`config.mk`:
```
export PLATFORM = sky130hd
export DESIGN_NAME = prga_check
export DESIGN_NICKNAME = d
export VERILOG_FILES = /design/src/rtl/prga_check.sv
export SDC_FILE = /design/constraint.sdc
export NUM_CORES = 1
export LEC_CHECK = 0
export BUFFER_PORTS_ARGS = -buffer_cell sky130_fd_sc_hd__buf_2
export CAP_MARGIN = 5
export CORE_MARGIN = 2
export CORE_UTILIZATION = 50
export CTS_BUF_LIST = sky130_fd_sc_hd__clkbuf_8
export DETAILED_ROUTE_END_ITERATION = 16
export PLACE_DENSITY = 0.71
export SYNTH_ARGS = -nofsm -noshare
export SYNTH_HDL_FRONTEND = slang
export SYNTH_SLANG_ARGS = --single-unit
```
`constraint.sdc`:
```
create_clock -name clk -period 2.22 [get_ports clk]
set_input_delay 0.111 -clock clk [delete_from_list [all_inputs] [get_ports clk]]
set_output_delay 0.111 -clock clk [all_outputs]
set_load 0.01 [all_outputs]
```
`src/rtl/prga_check.sv`:
```
// ARC4 pseudo-random generation stage with printable-ASCII screening.
// Reads a length-prefixed ciphertext from CT memory and XORs it with the
// keystream taken from S, swapping S as it goes. It writes the length-prefixed
// plaintext to PT memory and flags whether every byte is in 0x20..0x7E.
// All outputs are decoded from the state register and internal registers,
// so there is no combinational path from any input to any output.
module prga_check (
    input  logic       clk,
    input  logic       rst_n,
    input  logic       en,
    output logic       rdy,
    output logic       pt_ok,
    output logic [7:0] s_addr,
    input  logic [7:0] s_rddata,
    output logic [7:0] s_wrdata,
    output logic       s_wren,
    output logic [7:0] ct_addr,
    input  logic [7:0] ct_rddata,
    output logic [7:0] pt_addr,
    output logic [7:0] pt_wrdata,
    output logic       pt_wren
);

    typedef enum logic [3:0] {
        IDLE, RD_LEN, WT_LEN, WR_LEN,
        RD_SI, WT_SI, RD_SJ, WT_SJ, WR_SI, WR_SJ,
        RD_PAD, WT_PAD, WR_PT, DONE
    } state_t;

    state_t     state, state_next;
    logic [7:0] i, j, k, len;
    logic [7:0] si, sj, ctb;
    // Plaintext byte registered at the end of WT_PAD so the PT data output
    // does not depend combinationally on s_rddata.
    logic [7:0] pt_byte;

    // State register.
    // NOTE: sequential state uses non-blocking (<=) assignments so every flop
    // samples the pre-edge values of its neighbours.
    always_ff @(posedge clk or negedge rst_n) begin
        if (!rst_n) state <= IDLE;
        else        state <= state_next;
    end

    // Next-state logic for the length phase and the 9-state per-byte loop.
    // NOTE: the default assignment at the top keeps this block latch-free.
    always_comb begin
        state_next = state;
        case (state)
            IDLE:    if (en) state_next = RD_LEN;
            RD_LEN:  state_next = WT_LEN;
            WT_LEN:  state_next = WR_LEN;
            WR_LEN:  state_next = (len == 8'd0) ? DONE : RD_SI;
            RD_SI:   state_next = WT_SI;
            WT_SI:   state_next = RD_SJ;
            RD_SJ:   state_next = WT_SJ;
            WT_SJ:   state_next = WR_SI;
            WR_SI:   state_next = WR_SJ;
            WR_SJ:   state_next = RD_PAD;
            RD_PAD:  state_next = WT_PAD;
            WT_PAD:  state_next = WR_PT;
            WR_PT:   state_next = (k == len) ? DONE : RD_SI;
            DONE:    state_next = IDLE;
            default: state_next = IDLE;
        endcase
    end

    // Datapath registers: indices, captured memory words and the screen flag.
    always_ff @(posedge clk or negedge rst_n) begin
        if (!rst_n) begin
            i       <= 8'd0;
            j       <= 8'd0;
            k       <= 8'd0;
            len     <= 8'd0;
            si      <= 8'd0;
            sj      <= 8'd0;
            ctb     <= 8'd0;
            pt_byte <= 8'd0;
            pt_ok   <= 1'b0;
        end else begin
            case (state)
                IDLE: if (en) begin
                    i     <= 8'd0;
                    j     <= 8'd0;
                    k     <= 8'd1;
                    pt_ok <= 1'b1;
                end
                WT_LEN: len <= ct_rddata;
                WR_LEN: i <= 8'd1;
                WT_SI: begin
                    si  <= s_rddata;
                    ctb <= ct_rddata;
                    j   <= j + s_rddata;
                end
                WT_SJ:  sj <= s_rddata;
                WT_PAD: pt_byte <= s_rddata ^ ctb;
                WR_PT: begin
                    if (pt_byte < 8'h20 || pt_byte > 8'h7E) pt_ok <= 1'b0;
                    if (k != len) begin
                        k <= k + 8'd1;
                        i <= i + 8'd1;
                    end
                end
                default: ;
            endcase
        end
    end

    // Memory-port decode; WT states hold their RD address so the RAM output
    // stays stable through the capture edge.
    always_comb begin
        rdy       = (state == IDLE);
        s_addr    = 8'd0;
        s_wrdata  = 8'd0;
        s_wren    = 1'b0;
        ct_addr   = 8'd0;
        pt_addr   = 8'd0;
        pt_wrdata = 8'd0;
        pt_wren   = 1'b0;
        case (state)
            WR_LEN: begin
                pt_wrdata = len;
                pt_wren   = 1'b1;
            end
            RD_SI, WT_SI: begin
                s_addr  = i;
                ct_addr = k;
            end
            RD_SJ, WT_SJ: s_addr = j;
            WR_SI: begin
                s_addr   = i;
                s_wrdata = sj;
                s_wren   = 1'b1;
            end
            WR_SJ: begin
                s_addr   = j;
                s_wrdata = si;
                s_wren   = 1'b1;
            end
            RD_PAD, WT_PAD: s_addr = si + sj;
            WR_PT: begin
                pt_addr   = k;
                pt_wrdata = pt_byte;
                pt_wren   = 1'b1;
            end
            default: ;
        endcase
    end

endmodule

```
# Yosys cells after proc, flatten, opt, wreduce, memory -nomap -nowiden
# Index checks and enable logic that the tools add are counted.
[totals] out_inout_bits=44 ff_bits=69 wordCells=71 input_bits=19
[op_classes] n_bitwise=1 add_sub_neg=4 n_eq_ne=17 reduce_logical=16 magnitude_cmp=2 muxes=21
[ops] operator="8-bit case mux with 2 select lines" count=4
[ops] operator="4-bit case mux with 13 select lines" count=1
[ops] operator="8-bit two-way mux" count=6
[ops] operator="8-bit case mux with 3 select lines" count=2
[ops] operator="4-bit equality test (second input constant)" count=5
[ops] operator="8-bit by 1-bit adder with 8-bit output (second input constant)" count=2
[ops] operator="8-bit adder" count=2
[ops] operator="4-bit by 3-bit equality test with 1-bit output (second input constant)" count=4
[ops] operator="4-bit two-way mux" count=3
[ops] operator="3-bit AND reduction" count=3
[ops] operator="4-bit by 2-bit equality test with 1-bit output (second input constant)" count=2
[ops] operator="8-bit equality test" count=1
[ops] operator="8-bit by 7-bit > comparator with 1-bit output (second input constant)" count=1
[ops] operator="8-bit logical NOT" count=1
[ops] operator="8-bit by 6-bit less-than comparator with 1-bit output (second input constant)" count=1
[ops] operator="8-bit != test" count=1
[ops] operator="2-bit OR reduction" count=4
[ops] operator="8-bit bitwise XOR" count=1
[ops] operator="2-bit != test (second input constant)" count=3
[ops] operator="3-bit OR reduction" count=2
[ops] operator="4-bit by 1-bit equality test with 1-bit output (second input constant)" count=1
[ops] operator="4-bit logical NOT" count=1
[ops] operator="1-bit two-way mux" count=4
[ops] operator="2-bit nonzero test" count=2
[ops] operator="other kinds (4)" count=4

# Longest topological paths before layout
[depth] word_depth=4 ltp_mapped=9 depth_no_buf=8

# Least setup slack after synthesis
# Ideal clock, no wire load.
[synth_path] path_kind="reg2out" startpoint="reg si[0]" endpoint="out s_addr[6]" path_buffers=0 setup_slack_ps=171 path_stages_with_launch=9 arrival_time_ps=1938 required_time_ps=2109 path_cell_list="dfrtp_1 -> ha_1 -> fa_1 -> a21o_1 -> a21oi_1 -> o21bai_1 -> a21oi_1 -> xor2_1 -> o21ai_0"
[synth_via] elab_chain_len=2
[synth_lines] item="start: declaration" line="32" source="logic [7:0] si, sj, ctb;"
[synth_lines] item="start signal: assignment" line="91" source="si <= s_rddata;"
[synth_lines] item="8-bit adder" line="140" source="RD_PAD, WT_PAD: s_addr = si + sj;"
[synth_lines] item="8-bit case mux with 3 select lines" line="120" source="case (state)"
[synth_lines] item="end: declaration" line="13" source="output logic [7:0] s_addr,"
# No other way between the ends.

# Worst setup path in the final report
[layout_path] startpoint="reg sj[0]" endpoint="out s_addr[6]"
[layout_via] elab_chain_len=2
[layout_lines] item="start: declaration" line="32"
[layout_lines] item="start signal: assignment" line="95" source="WT_SJ: sj <= s_rddata;"
[layout_lines] item="8-bit adder" line="140"
[layout_lines] item="8-bit case mux with 3 select lines" line="120"
# No other way between the ends.

==> flow_summary.ini <==
[status]
outcome = complete, but fails checks
violations = setup timing

[clock_network]
cts.sinks = 69
clk_pin_slew_worst_paths_ns = 0.09
ctsRootBufferMaster = clkbuf_8
cts_tree = built
cts_htree_levels = 3
cts-buffers-inserted = 9
clock_latency_ns = 0.36
clockBufferDepth = 2

[placed_design]
port_buffers = 62
postPlaceCellArea_sq_um = 4720
gp_congestion = 0.881
dp_hpwl_mm = 7.60
pre_cts_ws_ns = 0.0217

[logic_synthesis]
yosys_most_used_dff = dfrtp_1
synth_async_sr_flop_share = 1.00
synthCells = 428
avgSynthCellArea_sq_um = 9.87
ys_types = 46
syn_nets = 469
syn_area_sq_um = 4230
seq_area_frac_synth = 0.409
synth-seq-cells = 69
yosysTopAreaCellShare = 0.409
ys_warn_count = 0
synthTopCellsByArea = dfrtp_1, mux2_2, ha_1
synth-edff-count = 0
synth_top_cell_by_area = dfrtp_1

[grt]
antenna_found_initial = 0
grt_max_degree = 70
grt-ovfl-total = 0
grt_pass1_vias = 3379
grt.total_usage = 0.243
grt_pass1_wl_mm = 16.9

[critical_path]
path_cells = ha_2 > fa_2 > a21o_1 > a21oi_2 > o21bai_1 > a21oi_1 > xor2_1 > o21ai_1 > buf_2
critPathMaxFanout = 2
critPathKind = register to output pin
worst-path-buf-inv = 1
cpPeakStageDelay_ns = 0.40
cp-start-kind = register
required_ns = 2.11
rrSetupSlack_ns = 0.15
cp-end-kind = output pin
arrival_ns = 2.27
slowest_stage = dfrtp_1
path_delay_family = compound AO/OA/AOI/OAI gates

[floorplan]
die_h_um = 95.9
fp-row-count = 33
die_w_um = 95.9
ios = 63
core_sq_um = 8220
start_util = 0.514
die_area_sq_um = 9200

[power]
power_frac_comb = 0.533
netSwitchingPower_w = 0.00303
total_power_w = 0.00721
vdd_drop_max_mv = 0.818
p_int_w = 0.00419
clock_power_share = 0.148
power_leakage_nw = 2.48
switching_share = 0.420
p_seq_frac = 0.319
powerDensity_nw_per_um2 = 1400

[routing]
antenna_left = 0
firstDrtPassIters = 5
totalWireLength_mm = 10.7
viasPerCell = 5.68
dr_total_vias = 3553
drt_iter0_drc = 206
drc = 0
wl_per_cell_um = 17.1

[final_layout]
n_antenna_cell = 0
utilization = 0.628
design_area_sq_um = 5160
fillerInstances = 696
layout.nets = 557
area_delta_synth_final_pct = 22.1
final_cell_mix = dfrtp_1, buf_2, o21ai_0
drive_above_1_share = 0.313
layout_commonest_cell = dfrtp_1

[timing]
hold_violations = 0
skew_ns = 0.0154
post-route-min-period_ns = 2.38
rsz0062_at_grt = true
worstMarginPinSlew_ns = 0.529
setup_viol = 3
max_slew_margin = 0.646
finalMaxSlewViolations = 0
period_share = 1.07
setup_ws_ns = -0.160
max_freq_ghz = 0.420

[hold_path]
hold_class = input port to register

[run]
cap_violations = 0
-- timing repair --
action,4_1_cts,5_1_grt
setup buffers,4,9
resized for setup,12,14
pin swaps,7,6
hold endpoints to repair,76,0
endpoints found under the setup margin,8,16
gates cloned,0,0
hold buffers,6,0
-- logic make-up (layout without fill, tap and decap cells) --
group	after synthesis	after routing	share of synthesized area
buf+inv	29	122	0.0305
xor+xnor	33	33	0.0684
simple gates	133	133	0.158
compound gates	101	101	0.159
flops	69	69	0.409
fa+ha+maj	22	22	0.0687
mux	41	41	0.107
-- through the flow --
stage                     std cells  TNS [ns]  hold slack, ns
after floorplan                 428         0          -0.185
after global placement          591         0           0.162
after detailed placement        591         0           0.165
after CTS                       617    -0.246         0.00569
after global routing            626     -1.06          0.0133
final                           626    -0.311         0.00830
-- cell type report --
type                       count  area, sq um  area share
tap                          105          131      0.0255
multi-input combinational    330         2450       0.475
clock buffer                   9          124      0.0240
clock inverter                 7         75.1      0.0145
timing repair buffer          98          621       0.120
sequential                    69         1730       0.335
inverter                       8         30.0     0.00582
-- registers in the layout, summed over array words and instances, names as in the netlist --
name / cells
ctb: 8
i: 8
j: 8
k: 8
len: 8
pt_byte: 8
pt_ok: 1
si: 8
sj: 8
state: 4
-- cell usage after synthesis (2+ instances only) --
library cell  count
mux2i_1           8
a22o_1           15
a22oi_1           3
a32oi_1           2
ha_1             20
a21o_1            7
or3_1             4
nand2_1          34
a311oi_1          2
clkbuf_1         14
a21oi_1          11
nor4_2            2
o21a_1            2
buf_6             2
nor4_1            2
nand4_1           4
inv_1             8
xnor2_1          15
a31oi_1           3
and3_1           13
xor2_1           18
buf_2             4
nor2_1           28
a21boi_0          2
a211oi_1          3
o21bai_1          2
o21ai_0          39
o31ai_1           3
and2_1           14
nand2b_1          2
nor2b_1           6
mux2_2           33
fa_1              2
nand3_1          19
dfrtp_1          69
o22ai_1           2
a222oi_1          2
-- metal layers --
layer,wire length (um),vias up,track usage
met3,466,10,0.0439
met4,151,0,0.0690
li1,-,1722,-
met5,0,-,0
met2,5210,91,0.393
met1,4840,1730,0.334
-- power groups by stage --
stage / combinational, W / clock (W) / sequential [W]
after detailed placement: 0.00341 / 0 / 0.00232
after global routing: 0.00423 / 0.00114 / 0.00237
final: 0.00384 / 0.00107 / 0.00230
after global placement: 0.00333 / 0 / 0.00229
after floorplan: 0.00254 / 0 / 0.00216
after CTS: 0.00361 / 0.00107 / 0.00229
-- worst paths after layout --
check	startpoint	endpoint	depth (start not counted)
worst max-delay path	sj[0]	s_addr[6]	9
worst max register to register	j[0]	j[6]	8
worst min register to register	pt_ok	pt_ok	1
min in group asynchronous	rst_n	len[5]	3
worst min-delay path	ct_rddata[5]	len[5]	2
max in group asynchronous	rst_n	state[0]	3
(Power assumes the default switching activity.)
